==> src/rtl/rv32i_pkg.sv <==
// Shared RV32I definitions used by the fetch front end.
package rv32i_pkg;

  localparam int unsigned XLEN = 32;

  localparam logic [XLEN-1:0] NOP_INSTR        = 32'h0000_0013;
  localparam logic [XLEN-1:0] RESET_PC_DEFAULT = 32'h0000_0000;

  // One prefetch entry: instruction word tagged with its fetch address.
  typedef struct packed {
    logic [XLEN-1:0] pc;
    logic [XLEN-1:0] instr;
  } fetch_entry_t;

endpackage

==> src/rtl/fetch_fifo.sv <==
// Small synchronous prefetch FIFO holding {pc, instr} entries, with flush.
module fetch_fifo
  import rv32i_pkg::*;
#(
  parameter  int unsigned DEPTH = 2,
  localparam int unsigned AW    = $clog2(DEPTH),
  localparam int unsigned CW    = AW + 1
) (
  input  logic         clk,
  input  logic         reset,
  input  logic         push,
  input  fetch_entry_t wdata,
  input  logic         pop,
  input  logic         flush,
  output fetch_entry_t rdata,
  output logic [CW-1:0] count,
  output logic         empty,
  output logic         full
);

  localparam logic [CW-1:0] DEPTH_C = CW'(DEPTH);

  fetch_entry_t  mem [DEPTH];
  logic [AW-1:0] wr_ptr;
  logic [AW-1:0] rd_ptr;

  assign rdata = mem[rd_ptr];
  assign empty = (count == '0);
  assign full  = (count == DEPTH_C);

  // Storage array; entries need no reset since count gates visibility.
  always_ff @(posedge clk) begin
    if (push && !flush) begin
      mem[wr_ptr] <= wdata;
    end
  end

  // Pointer and occupancy tracking; pointers wrap naturally (DEPTH is 2^n).
  always_ff @(posedge clk or negedge reset) begin
    if (!reset) begin
      wr_ptr <= '0;
      rd_ptr <= '0;
      count  <= '0;
    end else if (flush) begin
      wr_ptr <= '0;
      rd_ptr <= '0;
      count  <= '0;
    end else begin
      if (push) wr_ptr <= wr_ptr + 1'b1;
      if (pop)  rd_ptr <= rd_ptr + 1'b1;
      case ({push, pop})
        2'b10:   count <= count + 1'b1;
        2'b01:   count <= count - 1'b1;
        default: ;
      endcase
    end
  end

  a_no_underflow: assert property (@(posedge clk) disable iff (!reset)
    !(pop && empty && !flush));
  a_no_overflow: assert property (@(posedge clk) disable iff (!reset)
    !(push && full && !pop && !flush));

endmodule

==> src/rtl/instr_fetch_unit.sv <==
// Instruction fetch stage: credit-limited imem requests, in-order response
// tagging, prefetch buffering and redirect with stale-response discard.
module instr_fetch_unit
  import rv32i_pkg::*;
#(
  parameter logic [XLEN-1:0] RESET_PC   = RESET_PC_DEFAULT,
  parameter int unsigned     FIFO_DEPTH = 2
) (
  input  logic            clk,
  input  logic            reset,
  input  logic            redirect_valid,
  input  logic [XLEN-1:0] redirect_pc,
  output logic            imem_req,
  output logic [XLEN-1:0] imem_addr,
  input  logic            imem_gnt,
  input  logic            imem_rvalid,
  input  logic [XLEN-1:0] imem_rdata,
  output logic            instr_valid,
  input  logic            instr_ready,
  output logic [XLEN-1:0] instr_out,
  output logic [XLEN-1:0] instr_pc
);

  localparam int unsigned   CW      = $clog2(FIFO_DEPTH) + 1;
  localparam logic [CW:0]   DEPTH_W = (CW+1)'(FIFO_DEPTH);
  localparam logic [CW-1:0] DEPTH_C = CW'(FIFO_DEPTH);

  logic [XLEN-1:0] fetch_pc;
  logic [XLEN-1:0] resp_pc;
  logic [XLEN-1:0] redir_tgt;
  logic [CW-1:0]   outstanding;
  logic [CW-1:0]   discard;
  logic [CW-1:0]   fifo_count;
  logic [CW:0]     credit_used;
  logic [CW:0]     disc_redir;
  logic            granted;
  logic            rsp_drop;
  logic            push;
  logic            pop;
  logic            fifo_empty;
  logic            fifo_full;
  fetch_entry_t    head;
  fetch_entry_t    wentry;

  assign redir_tgt   = redirect_pc & ~32'h0000_0003;
  assign credit_used = {1'b0, outstanding} + {1'b0, fifo_count};

  // Reset gates the request so it reads 0 while reset is held.
  assign imem_req  = reset && !redirect_valid && (credit_used < DEPTH_W);
  assign imem_addr = fetch_pc;
  assign granted   = imem_req && imem_gnt;

  assign rsp_drop = imem_rvalid && (discard != '0);
  assign push     = imem_rvalid && !rsp_drop && !redirect_valid;
  assign pop      = instr_valid && instr_ready;

  assign wentry.pc    = resp_pc;
  assign wentry.instr = imem_rdata;

  assign instr_valid = !fifo_empty && !redirect_valid;
  assign instr_out   = fifo_empty ? NOP_INSTR : head.instr;
  assign instr_pc    = fifo_empty ? resp_pc   : head.pc;

  // Everything still in flight at a redirect becomes stale; a same-cycle
  // response is stale too and retires one of them immediately.
  always_comb begin
    disc_redir = {1'b0, discard} + {1'b0, outstanding}
               + (CW+1)'(granted) - (CW+1)'(imem_rvalid);
  end

  // Fetch/response PCs and in-flight accounting; redirect has priority.
  always_ff @(posedge clk or negedge reset) begin
    if (!reset) begin
      fetch_pc    <= RESET_PC;
      resp_pc     <= RESET_PC;
      outstanding <= '0;
      discard     <= '0;
    end else if (redirect_valid) begin
      fetch_pc    <= redir_tgt;
      resp_pc     <= redir_tgt;
      outstanding <= '0;
      discard     <= disc_redir[CW-1:0];
    end else begin
      if (granted)  fetch_pc <= fetch_pc + 32'd4;
      if (push)     resp_pc  <= resp_pc + 32'd4;
      if (rsp_drop) discard  <= discard - 1'b1;
      outstanding <= outstanding + CW'(granted) - CW'(push);
    end
  end

  fetch_fifo #(
    .DEPTH (FIFO_DEPTH)
  ) u_fifo (
    .clk   (clk),
    .reset (reset),
    .push  (push),
    .wdata (wentry),
    .pop   (pop),
    .flush (redirect_valid),
    .rdata (head),
    .count (fifo_count),
    .empty (fifo_empty),
    .full  (fifo_full)
  );

  a_rvalid_expected: assert property (@(posedge clk) disable iff (!reset)
    imem_rvalid |-> ((outstanding != '0) || (discard != '0)));
  a_discard_range: assert property (@(posedge clk) disable iff (!reset)
    redirect_valid |-> !disc_redir[CW]);
  a_outstanding_range: assert property (@(posedge clk) disable iff (!reset)
    outstanding <= DEPTH_C);
  a_push_has_slot: assert property (@(posedge clk) disable iff (!reset)
    (push && fifo_full) |-> pop);

endmodule

==> config.mk <==
export PLATFORM = sky130hd
export DESIGN_NAME = instr_fetch_unit
export DESIGN_NICKNAME = d
export VERILOG_FILES = /design/src/rtl/rv32i_pkg.sv /design/src/rtl/fetch_fifo.sv /design/src/rtl/instr_fetch_unit.sv
export SDC_FILE = /design/constraint.sdc
export NUM_CORES = 1
export LEC_CHECK = 0
export ABC_AREA = 1
export BUFFER_PORTS_ARGS = -buffer_cell sky130_fd_sc_hd__buf_2
export CAP_MARGIN = 20
export CORE_MARGIN = 8
export CORE_UTILIZATION = 30
export CTS_CLUSTER_SIZE = 12
export DETAILED_ROUTE_END_ITERATION = 10
export GPL_TIMING_DRIVEN = 0
export PLACE_DENSITY = 0.51
export SLEW_MARGIN = 20
export SYNTH_ARGS = -nofsm -noshare
export SYNTH_HDL_FRONTEND = slang
export SYNTH_HIERARCHICAL = 1
export SYNTH_SLANG_ARGS = --single-unit
==> constraint.sdc <==
create_clock -name clk -period 7 [get_ports clk]
set_input_delay 1.05 -clock clk [delete_from_list [all_inputs] [get_ports clk]]
set_output_delay 1.05 -clock clk [all_outputs]
set_load 0.03 [all_outputs]
==> out/results.ini, run 1 <==
[run_status]
outcome=complete, no violations

[timing]
fmax_mhz=273
hold_viol_final=0
period_share_pct=52.3
setup_viol_count_final=0
min_period_ns=3.66
skew_ns=0.0134
rsz0062_at_grt=false
slew_viol_final=0
holdWs_ns=0.511
worstMarginPinSlew_ns=0.726
slew_headroom_pct=51.6

[pwr]
p_leak_nw=5.53
share_comb_of_total_power_pct=36.5
p_sw_mw=1.63
power_per_cell_area_mw_per_mm2=313
ir_drop_v=0.000173
pwr-share-clk_pct=25.2
p_seq_share_pct=38.3
swShare_pct=41.4
p_int_mw=2.31

[drt]
met1_length_mm=14.9
postRouteAntennaNets=0
first_pass_iters=5
route.met2.wl_mm=13.4
wl_per_cell_um=17.1
drc=0
dr_wl_met3_mm=1.58
drt_iter0_markers=599
drt_wl_total_mm=30.3
top_layer=met4
vias=8017
viasPerCell=4.52

[clocking]
cts_hold_buffers=0
htreeDepth=4
clock_sinks=196
clockRootBuffer=clkbuf_16
numCtsBuffers=17
clk_latency_ns=0.44
clockBufferDepth=2
clkTransAtPathRegs_ns=0.07
post_cts_buffers=0
cts_resized=0
cts_tree=built

[global_route]
grt_start_max_net_pins=38
grt_use_total_pct=14.9
overflow=0
antenna_found_initial=0
grt_pass1_vias=7860
grt_pass1_wl_mm=47.1

[setup_path]
crit_arrival_ns=2.61
start_kind=flip-flop
crit_fanout=10
crit_required_ns=5.95
critPathKind=flip-flop to output port
end_kind=output port

[layout]
area_growth_syn_to_layout_pct=20.9
diodes=0
nets=1384
final_util_pct=36.6
fillers=3580
drive_gt1_share_pct=25.4

[placed_design]
place_hpwl_mm=23.3
gp_congestion=0.952
port_buffers=163

[floorplan]
num_rows=68
io_pins=168
die_w_um=202
start_util_pct=30.2
die-area_mm2=0.0409
dieHeight_um=202
core_area_mm2=0.0344

[hold_path]
min_path_type=flip-flop to flip-flop

[run]
maxCapViolCount=0

[yosys]
syn_inst=1112
avgSynthCellArea_um2=9.35
mappedNetlistArea_mm2=0.0104
ys_warn_count=6

[sequential cells by signal (all words and copies together), names as in the netlist]
name and flops:
u_fifo/mem 128, outstanding 2, resp_pc 30, imem_addr 30
discard 2, u_fifo/count 2, u_fifo/wr_ptr 1, u_fifo/rd_ptr 1
[final timing paths]
| check | start | slack (ns) | end | cells after the start |
|---|---|---|---|---|
| worst max-delay path | u_fifo/count[0]$_DFFE_PN0P_ | 3.34 | instr_out[27] | 5 |
| worst min-delay path | resp_pc[31]$_DFFE_PN0N_ | 0.51 | u_fifo/mem[0][63]$_DFFE_PP_ | 0 |
| worst max register to register | discard[0]$_DFFE_PN0P_ | 4.06 | u_fifo/mem[0][54]$_DFFE_PP_ | 9 |
| worst min register to register | resp_pc[31]$_DFFE_PN0N_ | 0.51 | u_fifo/mem[0][63]$_DFFE_PP_ | 0 |
| max in group asynchronous | reset | 5.82 | resp_pc[9]$_DFFE_PN0N_ | 2 |
| min in group asynchronous | reset | 0.57 | imem_addr[27]$_DFFE_PN0P_ | 1 |
[cells in the final DEF, fill, tap and decap left out, types with 3 or more instances in the layout]
| cell type | instances |
|---|---|
| mux2_4 | 38 |
| inv_2 | 4 |
| a21oi_1 | 10 |
| conb_1 | 6 |
| clkinvlp_4 | 3 |
| or2_2 | 3 |
| o211ai_1 | 13 |
| nand3_1 | 51 |
| inv_6 | 5 |
| clkbuf_1 | 9 |
| o21bai_1 | 4 |
| buf_12 | 5 |
| buf_2 | 173 |
| nand4_1 | 9 |
| o21ai_1 | 3 |
| xnor2_1 | 5 |
| dfrtp_1 | 68 |
| nand2_4 | 4 |
| buf_1 | 3 |
| clkbuf_16 | 17 |
| ha_1 | 6 |
| buf_6 | 7 |
| nand2_2 | 12 |
| edfxtp_1 | 128 |
| o221ai_1 | 3 |
| nor2_4 | 17 |
| xor2_1 | 18 |
| mux2_2 | 26 |
| buf_4 | 3 |
| nor2_1 | 109 |
| nor2_2 | 7 |
| nand2_1 | 311 |
| o21ai_0 | 71 |
| inv_1 | 144 |
[through the flow]
step / setup TNS [ns] / area, um^2 / setup WS, ns / total power, mW / std cells
after floorplan: 0 / 10400 / 2.12 / 2.47 / 1117
after global placement: -61.26 / 11800 / -0.487 / 2.97 / 1735
after detailed placement: 0 / 12000 / 3.39 / 2.99 / 1742
after CTS: 0 / 12600 / 3.28 / 3.99 / 1774
after global routing: 0 / 12600 / 3.10 / 4.17 / 1774
final: 0 / 12600 / 3.34 / 3.93 / 1774
[per-layer routing]
layer | GRT usage, % | vias to the layer above
met5 | 0 | -
met4 | 3.81 | 0
met3 | 2.93 | 25
met2 | 22.6 | 233
met1 | 21.5 | 3770
li1 | - | 3989
[cell type report]
type                       count  area [um^2]  area share (%)
clock buffer                  19          453            3.60
buffer                        32          194            1.54
inverter                     150          563            4.48
sequential                   196         5550            44.1
timing repair buffer         170          973            7.75
multi-input combinational    739         4130            32.8
tap                          455          569            4.53
clock inverter                13          141            1.13
[power groups by stage]
stage | Sequential [mW] | Clock [mW] | Combinational (mW)
floorplan | 1.55 | 0 | 0.923
global placement | 1.53 | 0 | 1.44
detailed placement | 1.53 | 0 | 1.46
CTS | 1.51 | 1.02 | 1.47
global route | 1.53 | 1.07 | 1.58
finish | 1.51 | 0.990 | 1.44
[critical path, cell delays in order, from the launching register on]
cell,delay [ns]
dfrtp_1,0.44
nor2_1,0.42
clkbuf_1,0.54
buf_1,0.45
nor2_1,0.11
buf_2,0.20
Power figures use the tool's default switching activity.
==> run 2, diff against run 1 <==
--- a/config.mk
+++ b/config.mk
@@ -5,7 +5,7 @@
 export SDC_FILE = /design/constraint.sdc
 export NUM_CORES = 1
 export LEC_CHECK = 0
-export ABC_AREA = 1
+export ABC_AREA = 0
 export BUFFER_PORTS_ARGS = -buffer_cell sky130_fd_sc_hd__buf_2
 export CAP_MARGIN = 20
 export CORE_MARGIN = 8
@@ -13,7 +13,7 @@
 export CTS_CLUSTER_SIZE = 12
 export DETAILED_ROUTE_END_ITERATION = 10
 export GPL_TIMING_DRIVEN = 0
-export PLACE_DENSITY = 0.51
+export PLACE_DENSITY = 0.53
 export SLEW_MARGIN = 20
 export SYNTH_ARGS = -nofsm -noshare
 export SYNTH_HDL_FRONTEND = slang
==> constraint.sdc (replaced) <==
create_clock -name clk -period 2.98 [get_ports clk]
set_input_delay 0.447 -clock clk [delete_from_list [all_inputs] [get_ports clk]]
set_output_delay 0.447 -clock clk [all_outputs]
set_load 0.03 [all_outputs]
==> run 2 against run 1 <==
- sequential share of layout area increased by 4.0 points
- global-route usage decreased by 1.5 points
- combinational power increased by 35%
- final cell count decreased by 26%
- clock skew decreased by 0.0041 ns
- via count decreased by 23%
- die area decreased by 9.2%
- synthesized area decreased by 10%
- register-to-register slack got worse by 3.9 ns
- worst hold slack got worse by 0.32 ns
- non-clock buffer count increased by 5
- highest routed layer unchanged
- clock-buffer cell count decreased by 1
==> out/results.ini, run 2 <==
[global_route]
grt_pass1_vias=6487
grt_use_total_pct=13.4
antenna_found_initial=0
grt_pass1_wl_mm=38.1
overflow=0
grt_start_max_net_pins=53

[floorplan]
start_util_pct=30.5
die_w_um=193
num_rows=64
die-area_mm2=0.0371
dieHeight_um=193
io_pins=168
core_area_mm2=0.0307

[setup_path]
crit_arrival_ns=2.35
crit_required_ns=2.53
crit_fanout=10
critPathKind=flip-flop to output port
start_kind=flip-flop
end_kind=output port

[drt]
postRouteAntennaNets=0
vias=6213
drt_iter0_markers=389
wl_per_cell_um=19.0
first_pass_iters=5
drt_wl_total_mm=24.8
viasPerCell=4.76
drc=0

[timing]
period_share_pct=93.7
holdWs_ns=0.194
worstMarginPinSlew_ns=0.801
fmax_mhz=358
setup_viol_count_final=0
slew_headroom_pct=46.4
rsz0062_at_grt=false
hold_viol_final=0
skew_ns=0.00929
slew_viol_final=0
min_period_ns=2.79

[clocking]
clock_sinks=196
numCtsBuffers=17
clkTransAtPathRegs_ns=0.08
clockBufferDepth=2
clockRootBuffer=clkbuf_16
clk_latency_ns=0.44
htreeDepth=4
cts_tree=built

[layout]
top_register=u_fifo/mem
multi_input_area_mm2=0.00363
largest_reg_flops=128
final_cell_mix=buf_2, edfxtp_1, dfrtp_1, nand2_1, mux2_4
fin_cells=1304
seq_area_mm2=0.00555
fillers=3008
mostFrequentLayoutCell=buf_2
drive_gt1_share_pct=38.3
nets=973
area_growth_syn_to_layout_pct=23.2
diodes=0

[pwr]
p_int_mw=4.96
p_seq_share_pct=43.5
p_leak_nw=4.48
p_sw_mw=2.59
share_comb_of_total_power_pct=25.8
power_per_cell_area_mw_per_mm2=655
ir_drop_v=0.000377
pwr-share-clk_pct=30.7
swShare_pct=34.4

[placed_design]
port_buffers=163
place_hpwl_mm=18.4
dp.cells=1267
gp_congestion=0.829

[run]
maxCapViolCount=0

[run_status]
outcome=complete, no violations

[hold_path]
min_path_type=primary input to flip-flop

[yosys]
syn_inst=696
ys_warn_count=6
mappedNetlistArea_mm2=0.00936
avgSynthCellArea_um2=13.4

## run 2: metal layers
layer | track usage (%) | vias up | share of wire, % | wire length, um
met3 | 3.87 | 10 | 7.5 | 1860
met5 | 0 | - | 0 | 0
met2 | 20.4 | 212 | 44 | 10800
met1 | 18.6 | 3020 | 48 | 11900
li1 | - | 2971 | - | -
met4 | 2.88 | 0 | 0.84 | 209
## run 2: through the flow
stage	setup WS (ns)	utilization [%]	setup TNS [ns]	cell area (um^2)	power [mW]
after CTS	0.0201	37.5	0	11500	7.64
after detailed placement	-0.129	35.4	-0.443	10900	5.31
after global placement	-1.49	35.1	-198.28	10800	5.28
final	0.188	37.6	0	11500	7.55
after floorplan	0.00114	-	0	9450	4.66
after global routing	0.00918	37.6	0	11500	7.91
## run 2: worst paths after layout
kind / slack (ns) / cells after the start / from / end
max in group asynchronous: 1.25 / 3 / reset / resp_pc[13]$_DFFE_PN0N_
worst max register to register: 0.20 / 9 / outstanding[0]$_DFF_PN0_ / imem_addr[8]$_DFFE_PN0P_
min in group asynchronous: 0.54 / 3 / reset / imem_addr[20]$_DFFE_PN0P_
worst max-delay path: 0.19 / 5 / u_fifo/count[0]$_DFFE_PN0P_ / instr_pc[20]
worst min register to register: 0.54 / 0 / resp_pc[31]$_DFFE_PN0N_ / u_fifo/mem[0][63]$_DFFE_PP_
worst min-delay path: 0.19 / 1 / imem_rdata[2] / u_fifo/mem[1][2]$_DFFE_PP_
## run 2: worst max-delay path, stage by stage (launching register included)
cell and delay [ns]:
dfrtp_1 0.42, nor2_1 0.23, buf_2 0.34, clkbuf_2 0.34
mux2_2 0.39, buf_2 0.18
## run 2: what timing repair did
action                     in CTS  in global routing
hold endpoints to repair       17                  0
buffers inserted                0                  3
setup endpoints to repair      24                 13
hold buffers                    2                  0
resized for setup               5                  4
pin swaps                       0                  2
## run 2: layout make-up
class                      instances  share of cell area [%]
timing repair buffer             175                    8.37
inverter                          15                   0.489
clock inverter                    14                    1.50
clock buffer                      18                    3.72
tap                              396                    4.30
multi-input combinational        458                    31.5
sequential                       196                    48.1
buffer                            32                    1.99
## run 2: power groups by stage
| stage | combinational, mW | clock, mW | sequential (mW) |
|---|---|---|---|
| global placement | 1.94 | 0 | 3.34 |
| CTS | 1.98 | 2.37 | 3.28 |
| floorplan | 1.28 | 0 | 3.38 |
| finish | 1.95 | 2.32 | 3.28 |
| global route | 2.12 | 2.48 | 3.31 |
| detailed placement | 1.97 | 0 | 3.34 |
==> run 3, diff against run 2 <==
--- a/config.mk
+++ b/config.mk
@@ -13,9 +13,8 @@
 export CTS_CLUSTER_SIZE = 12
 export DETAILED_ROUTE_END_ITERATION = 10
 export GPL_TIMING_DRIVEN = 0
-export PLACE_DENSITY = 0.53
+export PLACE_DENSITY = 0.51
 export SLEW_MARGIN = 20
 export SYNTH_ARGS = -nofsm -noshare
 export SYNTH_HDL_FRONTEND = slang
-export SYNTH_HIERARCHICAL = 1
 export SYNTH_SLANG_ARGS = --single-unit
==> constraint.sdc (replaced) <==
create_clock -name clk -period 2.82 [get_ports clk]
set_input_delay 0.423 -clock clk [delete_from_list [all_inputs] [get_ports clk]]
set_output_delay 0.423 -clock clk [all_outputs]
set_load 0.03 [all_outputs]
==> run 3 against run 2 <==
- global-route usage rose by 0.78 points
- total power grew 11%
- flip-flop and latch count is 4 lower
==> out/results.ini, run 3 <==
[layout]
final_cell_mix=buf_2, edfxtp_1, nand2_1, dfrtp_1, nor2_1
area_growth_syn_to_layout_pct=26.2
fin_cells=1349
final_util_pct=38.3
largest_reg_flops=124
top_register=u_fifo.mem
nets=1023
diodes=0
drive_gt1_share_pct=27.6
finalInstanceArea_mm2=0.0113
mostFrequentLayoutCell=buf_2

[yosys]
synth_xor_xnor_area_share_pct=3.13
synth_compound_area_share_pct=7.57
ys_warn_count=0
syn_inst=748
synthTopCellsByCount=edfxtp_1, nand2_1, dfrtp_1, nor2_1, mux2i_1
mappedNetlistArea_mm2=0.00894
synthSimpleGateAreaFrac_pct=15.5
synth_top_area_share_pct=41.6
yosysSeqAreaShare_pct=60.7
synth.most_common_cell=edfxtp_1
synthArstFlopShare_pct=35.4
synth_edf_count=124
synthMuxAreaShare_pct=9.30
synth_fa_ha_area_share_pct=1.06
synthTopCellsByArea=edfxtp_1, dfrtp_1, mux2i_1, nand2_1, nor2_1
ys.flop_type=edfxtp_1
synth_seq_cells=192
synth_top_family_by_area=simple AND/OR/NAND/NOR gates
avgSynthCellArea_um2=12.0
yosys.area.top_type=edfxtp_1
yosysUniqueCellTypes=52

[setup_path]
endpoint=discard[1]$_DFFE_PN0P_
r2r_end=discard[1]$_DFFE_PN0P_
r2r-start=u_fifo.count[0]$_DFFE_PN0P_
crit_fanout=6
worstSetupStartpoint=u_fifo.count[0]$_DFFE_PN0P_
critPathKind=flip-flop to flip-flop
end_kind=flip-flop
reg2reg_slack_ns=0.16
crit_required_ns=3.13
start_kind=flip-flop
r2r_cells=11
crit_arrival_ns=2.97

[clocking]
clockBufferDepth=2
clockRootBuffer=clkbuf_16
clk_latency_ns=0.43
cts_tree=built
clkTransAtPathRegs_ns=0.08
clock_sinks=192
htreeDepth=4
numCtsBuffers=17

[global_route]
antenna_found_initial=0
overflow=0
grt_start_max_net_pins=49
grt_pass1_wl_mm=39.4
grt_use_total_pct=14.2
grt_pass1_vias=6692

[drt]
first_pass_iters=5
postRouteAntennaNets=0
vias=6651
drt_wl_total_mm=25.4
wl_per_cell_um=18.8
drt_iter0_markers=375
drc=0
viasPerCell=4.93

[placed_design]
place_hpwl_mm=19.0
dp_slack_ns=-0.658
gp_congestion=0.840
dp.cells=1313
placed_area_mm2=0.0105
port_buffers=160

[floorplan]
io_pins=168
die_w_um=189
core_area_mm2=0.0295
die-area_mm2=0.0356
num_rows=63
dieHeight_um=189
start_util_pct=30.3

[timing]
fmax_mhz=376
slew_viol_final=0
layout_setup_ws_ns=0.160
rsz0062_at_grt=false
skew_ns=0.0143
tns_ns=0
period_share_pct=94.3
setup_viol_count_final=0
holdWs_ns=0.176
worstMarginPinSlew_ns=0.993
slew_headroom_pct=33.2
hold_viol_final=0
min_period_ns=2.66

[pwr]
total_power_mw=8.35
power_per_cell_area_mw_per_mm2=740
ir_drop_v=0.000384
p_leak_nw=4.28

[run]
maxCapViolCount=0

[hold_path]
min_path_type=primary input to flip-flop

[run_status]
outcome=complete, no violations

run 3: layout make-up:
class	count	area [um^2]
Buffer	40	238
Inverter	15	56.3
Timing Repair Buffer	179	1050
Tap cell	390	488
Multi-Input combinational cell	501	3400
Clock buffer	17	425
Clock inverter	15	198
Sequential cell	192	5430
Fill cell	2910	18200
run 3: cells by family (layout without fill, tap and decap cells):
family	Yosys count	in the layout
adder cells (fa/ha/maj)	7	7
flip-flops	192	192
buffers and inverters	58	266
multiplexers	81	81
AO/OA/AOI/OAI	104	104
XOR/XNOR	32	32
AND/OR/NAND/NOR	273	273
other	1	4
run 3: worst max-delay path: stages (launching register included):
cell and delay [ns]:
dfrtp_2 0.46, and2_1 0.17, fa_2 0.45, nand4bb_4 0.29
clkbuf_16 0.22, buf_12 0.12, nor2_4 0.15, xnor2_1 0.09
ha_1 0.19, xnor2_1 0.18, xnor2_1 0.14, a21oi_1 0.07
run 3: what timing repair did:
action / in CTS / in global routing
pin swaps: 1 / 1
hold buffers: 1 / 0
setup buffers: 3 / 3
hold endpoints to repair: 20 / 0
gates resized for setup: 19 / 12
setup endpoints to repair: 88 / 19
run 3: per-layer routing:
| metal | vias to the layer above | global-route usage, % | routed length, um |
|---|---|---|---|
| met1 | 3238 | 19.4 | 12000 |
| met3 | 12 | 3.42 | 1340 |
| met2 | 199 | 22.5 | 11800 |
| li1 | 3202 | - | - |
| met4 | 0 | 3.04 | 222 |
| met5 | - | 0 | 0 |
run 3: how the worst min path moves through the flow:
stage	from	cells past startpoint	endpoint	slack [ns]
after floorplan	reset	0	discard[0]$_DFFE_PN0P_	0.13
after global placement	resp_pc[15]$_DFFE_PN0N_	0	u_fifo.mem[0][47]$_DFFE_PP_	0.45
after detailed placement	reset	1	outstanding[1]$_DFF_PN0_	0.36
after CTS	imem_rdata[1]	1	u_fifo.mem[0][1]$_DFFE_PP_	0.15
after global routing	imem_rdata[28]	1	u_fifo.mem[0][28]$_DFFE_PP_	0.15
final	imem_rdata[25]	1	u_fifo.mem[1][25]$_DFFE_PP_	0.18
run 3: power by group:
group          switching (mW)  total, mW  internal (mW)
logic                    1.50       2.29          0.790
clock network            1.18       2.54           1.36
registers               0.248       3.52           3.27
